`src/rtl/dpa_pkg.sv`:
```
// dpa_pkg: shared types for the wide dual-path-adder sequencer.
//   DPA_N_DEFAULT : default width of the external N-bit adder
//   dpa_state_e   : sequencer FSM states
//   dpa_flags_t   : registered result status flags
package dpa_pkg;

    localparam int DPA_N_DEFAULT = 64;

    typedef enum logic [1:0] {
        IDLE = 2'd0,
        LO   = 2'd1,
        HI   = 2'd2,
        DONE = 2'd3
    } dpa_state_e;

    typedef struct packed {
        logic cout;
        logic negative;
        logic overflow;
        logic zero;
    } dpa_flags_t;

endpackage

```
`src/rtl/dpa_wide_sequencer.sv`:
```
// dpa_wide_sequencer: runs a 2N-bit add/subtract through an external N-bit
// adder in two passes (low half, then high half, carry chained between them).
//
// state | meaning
// IDLE  | in_ready=1, waiting for a request; latch operands on accept
// LO    | adder fed low halves + c0; capture low sum and carry
// HI    | adder fed high halves + carry; capture high sum and flags
// DONE  | out_valid=1, result held until out_ready
//
// Ports:
//   clk, rst                  clock, synchronous active-high reset
//   in_valid/in_ready         request handshake
//   in_a, in_b                2N-bit operands
//   in_sub, in_cin, in_signed operation select, add carry-in, signed flags
//   add_a/add_b/add_cin       drive to external adder
//   add_signed_en             tied 0, adder used in raw sum mode
//   add_sum/add_cout          result from external adder
//   out_valid/out_ready       result handshake
//   out_sum                   2N-bit result
//   out_cout/out_negative/out_overflow/out_zero  status flags
module dpa_wide_sequencer
    import dpa_pkg::*;
#(
    parameter int N = DPA_N_DEFAULT
) (
    input  logic             clk,
    input  logic             rst,
    input  logic             in_valid,
    output logic             in_ready,
    input  logic [2*N-1:0]   in_a,
    input  logic [2*N-1:0]   in_b,
    input  logic             in_sub,
    input  logic             in_cin,
    input  logic             in_signed,
    output logic [N-1:0]     add_a,
    output logic [N-1:0]     add_b,
    output logic             add_cin,
    output logic             add_signed_en,
    input  logic [N-1:0]     add_sum,
    input  logic             add_cout,
    output logic             out_valid,
    input  logic             out_ready,
    output logic [2*N-1:0]   out_sum,
    output logic             out_cout,
    output logic             out_negative,
    output logic             out_overflow,
    output logic             out_zero
);

    dpa_state_e     state_q, state_d;
    logic [2*N-1:0] a_q;
    logic [2*N-1:0] b_q;        // already inverted for subtract
    logic           c0_q;
    logic           signed_q;
    logic           sub_q;
    logic           carry_q;
    logic [2*N-1:0] sum_q;
    dpa_flags_t     flags_q, flags_d;

    // Next-state logic
    always_comb begin
        state_d = state_q;
        case (state_q)
            IDLE:    if (in_valid) state_d = LO;
            LO:      state_d = HI;
            HI:      state_d = DONE;
            DONE:    if (out_ready) state_d = IDLE;
            default: state_d = IDLE;
        endcase
    end

    always_ff @(posedge clk) begin
        if (rst) state_q <= IDLE;
        else     state_q <= state_d;
    end

    // Adder drive: low halves only in LO; every other state presents the
    // latched high halves so the adder inputs stay quiet outside a pass.
    always_comb begin
        if (state_q == LO) begin
            add_a   = a_q[N-1:0];
            add_b   = b_q[N-1:0];
            add_cin = c0_q;
        end else begin
            add_a   = a_q[2*N-1:N];
            add_b   = b_q[2*N-1:N];
            add_cin = carry_q;
        end
    end

    assign add_signed_en = 1'b0;

    // Flags from the high pass; the low half of the sum is already registered.
    always_comb begin
        flags_d.cout     = add_cout;
        flags_d.negative = signed_q & add_sum[N-1];
        if (signed_q)
            flags_d.overflow = (a_q[2*N-1] == b_q[2*N-1]) && (add_sum[N-1] != a_q[2*N-1]);
        else if (sub_q)
            flags_d.overflow = ~add_cout;
        else
            flags_d.overflow = add_cout;
        flags_d.zero     = (add_sum == '0) && (sum_q[N-1:0] == '0);
    end

    always_ff @(posedge clk) begin
        if (rst) begin
            a_q      <= '0;
            b_q      <= '0;
            c0_q     <= 1'b0;
            signed_q <= 1'b0;
            sub_q    <= 1'b0;
            carry_q  <= 1'b0;
            sum_q    <= '0;
            flags_q  <= '0;
        end else begin
            case (state_q)
                IDLE: begin
                    if (in_valid) begin
                        a_q      <= in_a;
                        b_q      <= in_sub ? ~in_b : in_b;
                        c0_q     <= in_sub ? 1'b1 : in_cin;
                        signed_q <= in_signed;
                        sub_q    <= in_sub;
                    end
                end
                LO: begin
                    sum_q[N-1:0] <= add_sum;
                    carry_q      <= add_cout;
                end
                HI: begin
                    sum_q[2*N-1:N] <= add_sum;
                    flags_q        <= flags_d;
                end
                default: ;
            endcase
        end
    end

    assign in_ready     = (state_q == IDLE);
    assign out_valid    = (state_q == DONE);
    assign out_sum      = sum_q;
    assign out_cout     = flags_q.cout;
    assign out_negative = flags_q.negative;
    assign out_overflow = flags_q.overflow;
    assign out_zero     = flags_q.zero;

endmodule

```
`config.mk`:
```
export PLATFORM = sky130hd
export DESIGN_NAME = dpa_wide_sequencer
export DESIGN_NICKNAME = d
export VERILOG_FILES = /design/src/rtl/dpa_pkg.sv /design/src/rtl/dpa_wide_sequencer.sv
export SDC_FILE = /design/constraint.sdc
export NUM_CORES = 1
export LEC_CHECK = 0
export CAP_MARGIN = 20
export CORE_AREA = 2 2 230 232
export CTS_BUF_LIST = sky130_fd_sc_hd__clkbuf_2
export CTS_CLUSTER_SIZE = 14
export DETAILED_ROUTE_END_ITERATION = 10
export DIE_AREA = 0 0 232 234
export PLACE_DENSITY = 0.66
export SLEW_MARGIN = 30
export SYNTH_ARGS = -nofsm -noshare
export SYNTH_HDL_FRONTEND = slang
export SYNTH_SLANG_ARGS = --single-unit
```
`constraint.sdc`:
```
create_clock -name clk -period 1.79 [get_ports clk]
set_input_delay 0.537 -clock clk [delete_from_list [all_inputs] [get_ports clk]]
set_output_delay 0.537 -clock clk [all_outputs]
set_load 0.1 [all_outputs]
```
==> summary.md <==
| Metric | Value |
|---|---|
| Outcome | `complete, but fails checks` |
| Failing checks | `negative setup slack` |
| Synth Register Bits | `394` |
| Max Slew Vio Count | `0` |
| Crit Path Max Fanout | `12` |
| Layout cells sized above 1 | `35.4%` |
| Initial DRC count | `826` |
| Initial Utilization | `32.6%` |
| Clk sink count | `about 390` |
| Die width | `232 µm` |
| Crit path launch type | `flop` |
| Initial antenna violation count | `8` |
| PortBufs | `590` |
| Area occupied by registers | `8170 µm²` |
| Synth Area in XOR/XNOR | `6.67%` |
| Fin cells | `3561` |
| Clock Skew | `48.6 ps` |
| Worst hold margin | `129 ps` |
| HP Class | `in -> reg` |
| Area grow syn2layout | `87.9%` |
| Pleak | `12.6 nW` |
| Yosys warning count | `0` |
| Num CTS Buffers | `about 110` |
| Share of the synthesized area in the top cell type | `46.5%` |
| Mux cell area share after synthesis | `16.2%` |
| Synth area leaders | `dfxtp_1 47%, mux2_2 8.5%, mux2i_1 7.7%` |
| Die H | `234 µm` |
| Flop pwr share | `23.6%` |
| Worst vdd ir | `938 µV` |
| H-tree Lvls | `3` |
| Final setup margin | `-1360 ps` |
| Tightest Pin Transition | `536 ps` |
| DRT Pass-1 Iters | `5` |
| WS Path Type | `reg -> out` |
| Multi-input gate area | `8770 µm²` |
| Via/cell ratio | `4.82` |
| Placer Congestion | `0.885` |
| Drt wl/cell | `19.1 µm` |
| Worst skew pair latency | `1130 ps` |
| Total power | `approximately 52 mW` |
| Crit-path slowest cell | `mux2_2` |
| First-pass GRT wire length | `101 mm` |
| Final Cycle Share | `176%` |
| Root buffer cell | `clkbuf_2` |
| Cell family with most CP delay | `buffers and inverters` |
| Final nets | `about 3100` |
| RSZ-0062 raised after global routing | `yes` |
| Compound-gate portion of the synthesized area | `11.8%` |
| TritonCTS clock tree | `yes` |
| Post-Synth Simple-Gate Area | `a little over an eighth` |
| Post-synthesis sequential area ratio | `46.5%` |
| Post-route minimum period | `3150 ps` |
| Largest family of logic cells by synthesized area | `multiplexers` |
| Clock Path Buffers | `3` |
| Synth cell types | `30` |
| Placed cells | `3082` |
| GRT Total Usage | `24.0%` |
| Switching part of the total power | `about 48%` |
| Max_slew headroom | `around 64%` |
| Peak Freq | `317 MHz` |
| Mapped Nets | `~2100` |
| Clock transition at path regs | `100 ps` |
| Row count | `84` |
| Pwr Density | `between 1500 and 2000 nW/µm²` |
| Setup TNS | `-223500 ps` |
| Post-Syn Area per Cell | `9.50 µm²` |
| CP bufs+invs | `4` |
| Core area | `about 52000 µm²` |
| Logic pwr share | `63.6%` |
| Largest net degree at the start of global routing | `100` |
| Die ar. | `54300 µm²` |
| HPWL after DPL | `46.1 mm` |
| DRC | `0` |
| Synth Area in Adders | `0.369%` |
| Post-Syn Area | `17000 µm²` |
| Synth area leader | `dfxtp_1` |
| Hold Fails Final Rpt | `0` |
| Critical path data required time | `~1300 ps` |
| Critical-path cell list | `inv_2 > ha_4 > buf_12 > clkbuf_16 > mux2_2 > buf_12` |
| Max cap viols | `0` |
| Most frequent cells in the layout | `325 x clkdlybuf4s50_1, 289 x buf_12, 264 x nand2_1, 263 x nor2_1, 260 x dfxtp_1` |
| Switching Power | `25.2 mW` |
| Clock power share | `12.9%` |
| Antenna violation net count after detailed routing | `0` |
| Number of endpoints failing setup at the final stage | `263` |
| Vias in the first global route | `18521` |
| Most used cell along the critical path | `buf_12` |
| Post-Syn Instances | `1784` |
| Internal | `27.1 mW` |
| DR vias | `17150` |
| Arr. time, crit path | `about 2600 ps` |
| WL final | `slightly below 70 mm` |
| GRT overflow | `0` |
| # fillers | `3991` |
| Max stage delay on crit path | `380 ps` |
| CP Capture Type | `output pin` |
| Leading cell type in the layout, fill and taps excluded | `clkdlybuf4s50_1` |
| Ports | `around 590` |
registers in the layout (all words and copies together) (netlist names):
register and flops:
out_sum 128, signed_q 1, out_negative 1, out_zero 1, state_q 2, a_q 128
sub_q 1, carry_q 1, c0_q 1, out_overflow 1, b_q 128, out_cout 1
timing repair:
| action | 4_1_cts | 5_1_grt |
|---|---|---|
| hold buffers | 210 | 0 |
| hold endpoints to repair | 336 | 0 |
| setup endpoints to repair | 484 | 277 |
| buffers inserted | 64 | 4 |
| cloned | 1 | 5 |
| resized for setup | 216 | 42 |
| pin swaps | 6 | 0 |
Yosys cell counts, drive strengths merged:
library cell / instances
a211oi: 129
mux2: 128
and2: 1
o21ai: 2
nor4b: 1
dfxtp: 394
nor2: 263
nor3: 4
nand2b: 2
nand2: 266
conb: 1
nand3: 2
xnor2: 129
ha: 5
o22ai: 1
nor4: 31
or4: 1
clkbuf: 44
nand4: 8
buf: 103
a21oi: 132
nor3b: 1
and3b: 1
inv: 4
mux2i: 131
per-stage QoR:
step	util [%]	cell area, µm²	setup WS (ps)
finish	61.2	31900	-1360
global route	61.2	31800	-1600
CTS	60.6	31500	-1540
detailed placement	52.8	27500	-417
global placement	52.8	27500	-443
floorplan	-	17200	-257
metal layers:
| layer | track usage (%) | wire, µm |
|---|---|---|
| met5 | 0 | 38 |
| met4 | 11.5 | 3030 |
| met3 | 8.94 | 5570 |
| met2 | 42.9 | 35000 |
| met1 | 24.7 | 24600 |
final timing paths:
kind                    from         to  cells past startpoint  slack, ps
setup / recovery  state_q[1]  add_b[51]                      6      -1360
hold / removal      in_b[87]    b_q[87]                      3        130
setup reg to reg  state_q[0]    b_q[47]                      8         40
hold reg to reg      a_q[37]    a_q[37]                      2        460
cells by family after synthesis:
logic type                 after synthesis
and+or+nand+nor                        581
DFF                                    394
AOI/OAI and AO/OA                      264
muxes                                  259
buffers and inverters                  151
xor gates and xnor gates               129
adders and majority gates                5
other                                    1
power groups by stage:
stage	sequential [mW]	combinational [mW]	clock [mW]
finish	12.3	33.3	6.75
global route	12.5	34.5	7.46
CTS	12.3	32.6	6.95
detailed placement	12.3	31.0	0
global placement	12.2	30.7	0
floorplan	15.9	15.8	0
final cells by class:
type                    count  area share (%)
flip-flops and latches    394            25.6
repair buffers           1036            40.9
clock buffers             158            2.48
clock inverters            33           0.660
diodes                      9          0.0707
well taps                 688            2.70
multi-input cells        1239            27.5
inverters                   4          0.0629
worst register-to-register path, stage by stage (launching register included):
cell	delay, ps
dfxtp_2	350
buf_6	130
inv_6	60
ha_4	140
and2_4	240
buf_12	180
buf_12	170
nor2_1	70
a211oi_1	290
Note: power is estimated with default switching activity, not from simulation.
